<file path="src/rtl/pc_fetch_unit_if.sv">
// Fetch-side bundle: instruction-memory request/response channel plus the decode-facing queue head.
// The master modport is the fetch unit; the slave modport is memory and decode.
interface pc_fetch_unit_if #(
    parameter int XLEN = 32,
    parameter int ILEN = 32
);
    logic            imem_req_valid;
    logic            imem_req_ready;
    logic [XLEN-1:0] imem_req_addr;
    logic            imem_rsp_valid;
    logic [ILEN-1:0] imem_rsp_data;
    logic            instr_valid;
    logic            instr_ready;
    logic [ILEN-1:0] instr;
    logic [XLEN-1:0] instr_pc;

    modport master (
        output imem_req_valid, imem_req_addr,
        input  imem_req_ready, imem_rsp_valid, imem_rsp_data,
        output instr_valid, instr, instr_pc,
        input  instr_ready
    );

    modport slave (
        input  imem_req_valid, imem_req_addr,
        output imem_req_ready, imem_rsp_valid, imem_rsp_data,
        input  instr_valid, instr, instr_pc,
        output instr_ready
    );
endinterface

</file>
<file path="src/rtl/pc_fetch_unit.sv">
// Fetch front end: credit-limited pipelined imem requests, in-order {pc, instr} queue, flush/redirect.
// Response reaches the queue head one cycle later; requests stall when outstanding + queued fills QDEPTH.
module pc_fetch_unit #(
    parameter int              XLEN     = 32,
    parameter int              ILEN     = 32,
    parameter logic [XLEN-1:0] RESET_PC = '0,
    parameter logic [XLEN-1:0] TRAP_PC  = XLEN'('h100),
    parameter int              QDEPTH   = 4
) (
    input  logic            clk,
    input  logic            reset,
    input  logic            redir_valid,
    input  logic            redir_rel,
    input  logic [XLEN-1:0] redir_pc,
    input  logic [XLEN-1:0] redir_imm,
    input  logic            trap_valid,
    pc_fetch_unit_if.master bus,
    output logic [XLEN-1:0] pc_current,
    output logic            misalign_err
);
    localparam int CW = $clog2(QDEPTH + 1);
    localparam int PW = $clog2(QDEPTH);
    localparam logic [CW:0] DEPTH_LIM = (CW + 1)'(QDEPTH);

    logic [CW-1:0]   outstanding;
    logic [CW-1:0]   q_count;
    logic [CW-1:0]   drop_cnt;
    logic [PW-1:0]   rd_ptr;
    logic [PW-1:0]   wr_ptr;
    logic [XLEN-1:0] rsp_pc;
    logic [XLEN-1:0] pc_mem   [QDEPTH];
    logic [ILEN-1:0] data_mem [QDEPTH];

    logic            flush;
    logic            tgt_misaligned;
    logic [XLEN-1:0] redir_tgt;
    logic [XLEN-1:0] flush_tgt;
    logic [CW:0]     credit_used;
    logic            req_fire;
    logic            rsp_fire;
    logic            push;
    logic            pop;

    always_comb begin
        flush          = trap_valid || redir_valid;
        redir_tgt      = redir_rel ? (redir_pc + redir_imm) : redir_imm;
        tgt_misaligned = redir_valid && !trap_valid && (redir_tgt[1:0] != 2'b00);
        flush_tgt      = (trap_valid || tgt_misaligned) ? TRAP_PC : redir_tgt;
        credit_used    = {1'b0, outstanding} + {1'b0, q_count};
    end

    // Gating with reset keeps the request low while reset is held, independent of clocking.
    assign bus.imem_req_valid = reset && !flush && (credit_used < DEPTH_LIM);
    assign bus.imem_req_addr  = pc_current;
    assign bus.instr_valid    = (q_count != '0);
    assign bus.instr          = data_mem[rd_ptr];
    assign bus.instr_pc       = pc_mem[rd_ptr];

    assign req_fire = bus.imem_req_valid && bus.imem_req_ready;
    assign rsp_fire = bus.imem_rsp_valid;
    assign push     = rsp_fire && (drop_cnt == '0) && !flush;
    assign pop      = bus.instr_valid && bus.instr_ready;

    always_ff @(posedge clk or negedge reset) begin
        if (!reset) begin
            pc_current   <= RESET_PC;
            rsp_pc       <= RESET_PC;
            outstanding  <= '0;
            q_count      <= '0;
            drop_cnt     <= '0;
            rd_ptr       <= '0;
            wr_ptr       <= '0;
            misalign_err <= 1'b0;
        end else begin
            misalign_err <= tgt_misaligned;
            outstanding  <= outstanding + CW'(req_fire) - CW'(rsp_fire);
            if (flush) begin
                pc_current <= flush_tgt;
                rsp_pc     <= flush_tgt;
                q_count    <= '0;
                rd_ptr     <= '0;
                wr_ptr     <= '0;
                // Everything still in flight belongs to the abandoned path.
                drop_cnt   <= outstanding - CW'(rsp_fire);
            end else begin
                if (req_fire) pc_current <= pc_current + XLEN'(4);
                if (push) begin
                    rsp_pc <= rsp_pc + XLEN'(4);
                    wr_ptr <= wr_ptr + PW'(1);
                end
                if (pop) rd_ptr <= rd_ptr + PW'(1);
                q_count <= q_count + CW'(push) - CW'(pop);
                if (rsp_fire && (drop_cnt != '0)) drop_cnt <= drop_cnt - CW'(1);
            end
        end
    end

    always_ff @(posedge clk) begin
        if (push) begin
            pc_mem[wr_ptr]   <= rsp_pc;
            data_mem[wr_ptr] <= bus.imem_rsp_data;
        end
    end
endmodule

</file>
<file path="src/flat_wrapper.sv">
// flat-port wrapper written by rule: the top's interface ports become plain ports
module pc_fetch_unit_flat 
#(
    parameter int              XLEN     = 32,
    parameter int              ILEN     = 32,
    parameter logic [XLEN-1:0] RESET_PC = '0,
    parameter logic [XLEN-1:0] TRAP_PC  = XLEN'('h100),
    parameter int              QDEPTH   = 4
)
  (clk, reset, redir_valid, redir_rel, redir_pc, redir_imm, trap_valid, pc_current, misalign_err, bus_imem_req_valid, bus_imem_req_addr, bus_imem_req_ready, bus_imem_rsp_valid, bus_imem_rsp_data, bus_instr_valid, bus_instr, bus_instr_pc, bus_instr_ready);
  pc_fetch_unit_if #(.XLEN(XLEN), .ILEN(ILEN)) bus_i ();
  input  logic clk;
  input  logic reset;
  input  logic redir_valid;
  input  logic redir_rel;
  input  logic [XLEN-1:0] redir_pc;
  input  logic [XLEN-1:0] redir_imm;
  input  logic trap_valid;
  output logic [XLEN-1:0] pc_current;
  output logic misalign_err;
  output wire logic [$bits(bus_i.imem_req_valid)-1:0] bus_imem_req_valid;
  output wire logic [$bits(bus_i.imem_req_addr)-1:0] bus_imem_req_addr;
  input wire logic [$bits(bus_i.imem_req_ready)-1:0] bus_imem_req_ready;
  input wire logic [$bits(bus_i.imem_rsp_valid)-1:0] bus_imem_rsp_valid;
  input wire logic [$bits(bus_i.imem_rsp_data)-1:0] bus_imem_rsp_data;
  output wire logic [$bits(bus_i.instr_valid)-1:0] bus_instr_valid;
  output wire logic [$bits(bus_i.instr)-1:0] bus_instr;
  output wire logic [$bits(bus_i.instr_pc)-1:0] bus_instr_pc;
  input wire logic [$bits(bus_i.instr_ready)-1:0] bus_instr_ready;
  assign bus_imem_req_valid = bus_i.imem_req_valid;
  assign bus_imem_req_addr = bus_i.imem_req_addr;
  assign bus_i.imem_req_ready = bus_imem_req_ready;
  assign bus_i.imem_rsp_valid = bus_imem_rsp_valid;
  assign bus_i.imem_rsp_data = bus_imem_rsp_data;
  assign bus_instr_valid = bus_i.instr_valid;
  assign bus_instr = bus_i.instr;
  assign bus_instr_pc = bus_i.instr_pc;
  assign bus_i.instr_ready = bus_instr_ready;
  pc_fetch_unit #(.XLEN(XLEN), .ILEN(ILEN), .RESET_PC(RESET_PC), .TRAP_PC(TRAP_PC), .QDEPTH(QDEPTH)) u_core (.clk(clk), .reset(reset), .redir_valid(redir_valid), .redir_rel(redir_rel), .redir_pc(redir_pc), .redir_imm(redir_imm), .trap_valid(trap_valid), .bus(bus_i), .pc_current(pc_current), .misalign_err(misalign_err));
endmodule
</file>
<file path="config.mk">
export PLATFORM = sky130hd
export DESIGN_NAME = pc_fetch_unit_flat
export DESIGN_NICKNAME = d
export VERILOG_FILES = /design/src/rtl/pc_fetch_unit_if.sv /design/src/rtl/pc_fetch_unit.sv /design/src/flat_wrapper.sv
export SDC_FILE = /design/constraint.sdc
export NUM_CORES = 1
export LEC_CHECK = 0
export ABC_AREA = 1
export BUFFER_PORTS_ARGS = -buffer_cell sky130_fd_sc_hd__buf_2
export CAP_MARGIN = 20
export CORE_MARGIN = 3
export CORE_UTILIZATION = 40
export CTS_CLUSTER_DIAMETER = 150
export DETAILED_ROUTE_END_ITERATION = 8
export PLACE_DENSITY = 0.59
export SLEW_MARGIN = 20
export SYNTH_ARGS = -nofsm -noshare
export SYNTH_HDL_FRONTEND = slang
export SYNTH_SLANG_ARGS = --single-unit
</file>
<file path="constraint.sdc">
create_clock -name clk -period 7.6 [get_ports clk]
set_input_delay 1.52 -clock clk [delete_from_list [all_inputs] [get_ports clk]]
set_output_delay 1.52 -clock clk [all_outputs]
set_load 0.02 [all_outputs]
</file>
==> impl_results.html <==
<table>
<tr><th>Metric</th><th>Value</th></tr>
<tr><th colspan="2">STA</th></tr>
<tr><td>Clock skew</td><td>0.0131 ns</td></tr>
<tr><td>Maximum clock frequency</td><td>203 MHz</td></tr>
<tr><td>Tcrit/Tclk final</td><td>0.649</td></tr>
<tr><td>Setup slack of the critical path after layout</td><td>2.67 ns</td></tr>
<tr><td>Final number of hold-violating endpoints</td><td>0</td></tr>
<tr><td>Relative slew slack</td><td>0.329</td></tr>
<tr><td>Min cycle time layout</td><td>4.93 ns</td></tr>
<tr><td>Hold Slack</td><td>0.584 ns</td></tr>
<tr><td>Slew at the pin closest to its max-slew limit</td><td>1.01 ns</td></tr>
<tr><td>TNS Setup</td><td>0 ns</td></tr>
<tr><td>Max-slew violation count</td><td>0</td></tr>
<tr><td>Unrepaired setup endpoints after global routing</td><td>no</td></tr>
<tr><td>Number of failing setup endpoints in the final timing report</td><td>0</td></tr>
<tr><th colspan="2">Cells and area</th></tr>
<tr><td>Core occupancy in the finished layout</td><td>0.471</td></tr>
<tr><td>Post-Layout Cell Count</td><td>2720</td></tr>
<tr><td>Signed area change from the synthesized netlist to the final layout</td><td>14.9%</td></tr>
<tr><td>Cell area after layout</td><td>20000 um2</td></tr>
<tr><td>Share of final-layout standard cells stronger than drive strength 1</td><td>0.152</td></tr>
<tr><td>Ant. Diodes</td><td>0</td></tr>
<tr><td>Final layout net count</td><td>2271</td></tr>
<tr><th colspan="2">Logic synthesis</th></tr>
<tr><td>Share of synthesized registers carrying an async set or reset</td><td>0.229</td></tr>
<tr><td>Most area-consuming cells after synthesis</td><td>sky130_fd_sc_hd__edfxtp_1, sky130_fd_sc_hd__dfrtp_1, sky130_fd_sc_hd__nand2_1, sky130_fd_sc_hd__nor2_1, sky130_fd_sc_hd__o21ai_0</td></tr>
<tr><td>YS warnings</td><td>0</td></tr>
<tr><td>Sequential cell area fraction in the yosys report</td><td>0.551</td></tr>
<tr><td>Net count of the mapped netlist</td><td>2092</td></tr>
<tr><td>Post-synthesis instance area</td><td>17400 um2</td></tr>
<tr><td>Post-synth EDFFs</td><td>256</td></tr>
<tr><td>Synth unique cells</td><td>46</td></tr>
<tr><td>Most common cell in the synthesized netlist</td><td>sky130_fd_sc_hd__nand2_1</td></tr>
<tr><td>Cell accounting for the most synthesized area</td><td>sky130_fd_sc_hd__edfxtp_1</td></tr>
<tr><td>Synthesized instance count</td><td>1938</td></tr>
<tr><td>Main flop type after synthesis</td><td>sky130_fd_sc_hd__edfxtp_1</td></tr>
<tr><td>Syn_area_per_cell</td><td>8.98 um2</td></tr>
<tr><td>Share of the synthesized area in the top cell type</td><td>0.442</td></tr>
<tr><td>Synth top cells by count</td><td>sky130_fd_sc_hd__nand2_1, sky130_fd_sc_hd__nor2_1, sky130_fd_sc_hd__edfxtp_1</td></tr>
<tr><td>Synth Register Bits</td><td>332</td></tr>
<tr><th colspan="2">Clocking</th></tr>
<tr><td>Buffer type at the clock tree root</td><td>sky130_fd_sc_hd__clkbuf_16</td></tr>
<tr><td>Number of buffers created by CTS</td><td>35</td></tr>
<tr><td>Cts-stage hold buffer count</td><td>0</td></tr>
<tr><td>Worst skew pair latency</td><td>0.52 ns</td></tr>
<tr><td>Largest buffer count on any clock path</td><td>3</td></tr>
<tr><td>Post-CTS Resized</td><td>0</td></tr>
<tr><td>Level count of the clock H-tree</td><td>2</td></tr>
<tr><td>Clock-pin slew on the worst setup and hold paths</td><td>0.06 ns</td></tr>
<tr><td>Total setup buffers inserted after CTS</td><td>0</td></tr>
<tr><td>CTS tree</td><td>done</td></tr>
<tr><td>Clock tree sinks</td><td>332</td></tr>
<tr><th colspan="2">Setup path</th></tr>
<tr><td>Crit Path Category</td><td>reg2out</td></tr>
<tr><td>Cell-by-cell trace of the critical path</td><td>clkinv_2 &gt; buf_4 &gt; o21ai_0 &gt; o22ai_1 &gt; buf_2</td></tr>
<tr><td>R2r startpoint</td><td>u_core.drop_cnt[0]</td></tr>
<tr><td>Critical Path Slowest Stage Cell</td><td>sky130_fd_sc_hd__clkinv_2</td></tr>
<tr><td>Worst R2R End</td><td>u_core.data_mem[1][1]</td></tr>
<tr><td>Cell depth of the worst flop-to-flop path</td><td>7</td></tr>
<tr><td>Setup slack, reg-to-reg</td><td>4.00 ns</td></tr>
<tr><td>CP Launch Type</td><td>register</td></tr>
<tr><td>Critical path's largest stage delay</td><td>0.89 ns</td></tr>
<tr><td>Crit path DAT</td><td>3.41 ns</td></tr>
<tr><td>Critical path endpoint category</td><td>output port</td></tr>
<tr><td>Max Fanout on Critical Path</td><td>72</td></tr>
<tr><td>CP Data Required Time</td><td>6.08 ns</td></tr>
<tr><th colspan="2">Global routing</th></tr>
<tr><td>Global-route wire length before repair</td><td>76000 um</td></tr>
<tr><td>Vias in the first global route</td><td>13800</td></tr>
<tr><td>Maximum number of pins on one net before global-route repair</td><td>83</td></tr>
<tr><td>Number of antenna violations at the first check in global routing</td><td>0</td></tr>
<tr><td>Overflow left after global routing</td><td>0</td></tr>
<tr><td>Total Routing Usage GR</td><td>0.206</td></tr>
<tr><th colspan="2">Drt</th></tr>
<tr><td>Number of DRC violations after detailed routing</td><td>0</td></tr>
<tr><td>Via density per instance</td><td>5.12</td></tr>
<tr><td>Total length of routed wires</td><td>47800 um</td></tr>
<tr><td>Via count</td><td>13900</td></tr>
<tr><td>DR WL/cell</td><td>17.6 um</td></tr>
<tr><td>First drt pass iteration count</td><td>5</td></tr>
<tr><td>DRT iter0 DRCs</td><td>911</td></tr>
<tr><td>Post-DRT Antenna Nets</td><td>0</td></tr>
<tr><th colspan="2">Worst hold path</th></tr>
<tr><td>Type of the most critical hold path</td><td>reg2reg</td></tr>
<tr><td>Worst Hold Path EP</td><td>u_core.drop_cnt[1]</td></tr>
<tr><td>HP Start</td><td>u_core.drop_cnt[1]</td></tr>
<tr><td>Hold Path Stages</td><td>2</td></tr>
<tr><th colspan="2">Floorplan</th></tr>
<tr><td>Count of standard-cell rows</td><td>75</td></tr>
<tr><td>Ports placed on the boundary</td><td>235</td></tr>
<tr><td>DIE AREA</td><td>46000 um2</td></tr>
<tr><td>Initial cell density of the core</td><td>0.410</td></tr>
<tr><td>Die span in y</td><td>215 um</td></tr>
<tr><td>Placeable Area</td><td>42400 um2</td></tr>
<tr><td>X dimension of the die</td><td>215 um</td></tr>
<tr><th colspan="2">Placement</th></tr>
<tr><td>Routability congestion estimate from global placement</td><td>0.900</td></tr>
<tr><td>Worst slack after detailed placement</td><td>2.93 ns</td></tr>
<tr><td>Detailed placer's ending HPWL</td><td>32900 um</td></tr>
<tr><td>Port bufs</td><td>234</td></tr>
<tr><td>Dpl cell area</td><td>18900 um2</td></tr>
<tr><td>Count of placed standard cells including taps</td><td>2657</td></tr>
<tr><th colspan="2">Job</th></tr>
<tr><td>Max Cap Violations</td><td>0</td></tr>
<tr><th colspan="2">Pwr</th></tr>
<tr><td>Total power</td><td>4.43 mW</td></tr>
<tr><td>Leakage power summed over all cells</td><td>8.57 nW</td></tr>
<tr><td>Power density over the cells</td><td>222 nW/um2</td></tr>
<tr><td>VDD IR max</td><td>0.129 mV</td></tr>
<tr><th colspan="2">Run status</th></tr>
<tr><td>Status</td><td>complete, no violations</td></tr>
</table>
## kinds of logic after synthesis
family / share of synthesized area
simple gates: 0.199
compound gates: 0.116
flops: 0.551
buf+inv: 0.0727
fa+ha+maj: 0.0373
xor+xnor: 0.0237
## sequential cells by signal, summed over array words and instances (netlist names)
name / cells
u_core.misalign_err: 1
u_core.rd_ptr: 2
u_core.q_count: 3
u_core.bus.imem_req_addr: 31
u_core.pc_mem: 128
u_core.wr_ptr: 2
u_core.data_mem: 128
u_core.rsp_pc: 31
u_core.drop_cnt: 3
u_core.outstanding: 3
## power by group
group          internal (mW)  switching (mW)
clock network          0.977           0.685
logic                  0.209           0.404
registers               2.04           0.114
## worst max-delay path by stage
stage          slack [ns]          startpoint  depth (start not counted)                    end
2_1_floorplan        2.25         redir_valid                          6  u_core.data_mem[0][0]
3_3_place_gp         2.97  bus_imem_rsp_valid                          6  u_core.data_mem[1][6]
3_5_place_dp         2.93  bus_imem_rsp_valid                          6  u_core.data_mem[1][1]
4_1_cts              2.60    u_core.rd_ptr[0]                          5       bus_instr_pc[25]
5_1_grt              2.37    u_core.rd_ptr[0]                          5       bus_instr_pc[27]
6_report             2.67    u_core.rd_ptr[0]                          5       bus_instr_pc[23]
## metal layers
| metal | wire length (um) | part of all wire | vias to the layer above | global-route usage |
|---|---|---|---|---|
| met5 | 0 | 0 | - | 0 |
| met4 | 912 | 0.019 | 0 | 0.0466 |
| met3 | 2380 | 0.050 | 60 | 0.0248 |
| met2 | 23400 | 0.49 | 386 | 0.361 |
| met1 | 21200 | 0.44 | 6622 | 0.275 |
| li1 | - | - | 6871 | - |
## worst max-delay path, delay by kind of cell (launching register included)
family | cells | cell delay [ns]
flops | 1 | 0.76
buf+inv | 3 | 1.69
compound gates | 2 | 0.38
## final cells by class
cell class              instances  area (um2)
well taps                     577         722
multi-input cells            1310        6570
clock buffers                  44         931
flip-flops and latches        332        9590
repair buffers                246        1260
fillers                      4140       22400
inverters                     192         722
clock inverters                19         189
## placed cells by master (no fill, tap or decap), types with 4 or more instances in the layout
| cell type | Yosys | layout |
|---|---|---|
| sky130_fd_sc_hd__nand2_1 | 378 | 378 |
| sky130_fd_sc_hd__nor2_1 | 321 | 317 |
| sky130_fd_sc_hd__edfxtp_1 | 256 | 256 |
| sky130_fd_sc_hd__buf_2 | 12 | 233 |
| sky130_fd_sc_hd__o21ai_0 | 195 | 195 |
| sky130_fd_sc_hd__inv_1 | 185 | 183 |
| sky130_fd_sc_hd__a21oi_1 | 75 | 75 |
| sky130_fd_sc_hd__dfrtp_1 | 76 | 74 |
| sky130_fd_sc_hd__nand3_1 | 68 | 68 |
| sky130_fd_sc_hd__o22ai_1 | 64 | 64 |
| sky130_fd_sc_hd__ha_1 | 47 | 47 |
| sky130_fd_sc_hd__xor2_1 | 37 | 37 |
| sky130_fd_sc_hd__clkbuf_16 | 0 | 36 |
| sky130_fd_sc_hd__nor3_1 | 29 | 29 |
| sky130_fd_sc_hd__nand4_1 | 14 | 14 |
| sky130_fd_sc_hd__buf_4 | 34 | 13 |
| sky130_fd_sc_hd__xnor2_1 | 10 | 10 |
| sky130_fd_sc_hd__a22oi_1 | 10 | 10 |
| sky130_fd_sc_hd__a31oi_1 | 9 | 9 |
| sky130_fd_sc_hd__clkbuf_1 | 52 | 8 |
| sky130_fd_sc_hd__inv_2 | 7 | 7 |
| sky130_fd_sc_hd__nand3b_1 | 6 | 6 |
| sky130_fd_sc_hd__clkinv_2 | 0 | 6 |
| sky130_fd_sc_hd__clkinv_1 | 0 | 6 |
| sky130_fd_sc_hd__o211ai_1 | 6 | 6 |
| sky130_fd_sc_hd__nor2_4 | 1 | 5 |
| sky130_fd_sc_hd__and2_1 | 4 | 4 |
| sky130_fd_sc_hd__o21bai_1 | 4 | 4 |
Power figures use the tool's default switching activity.
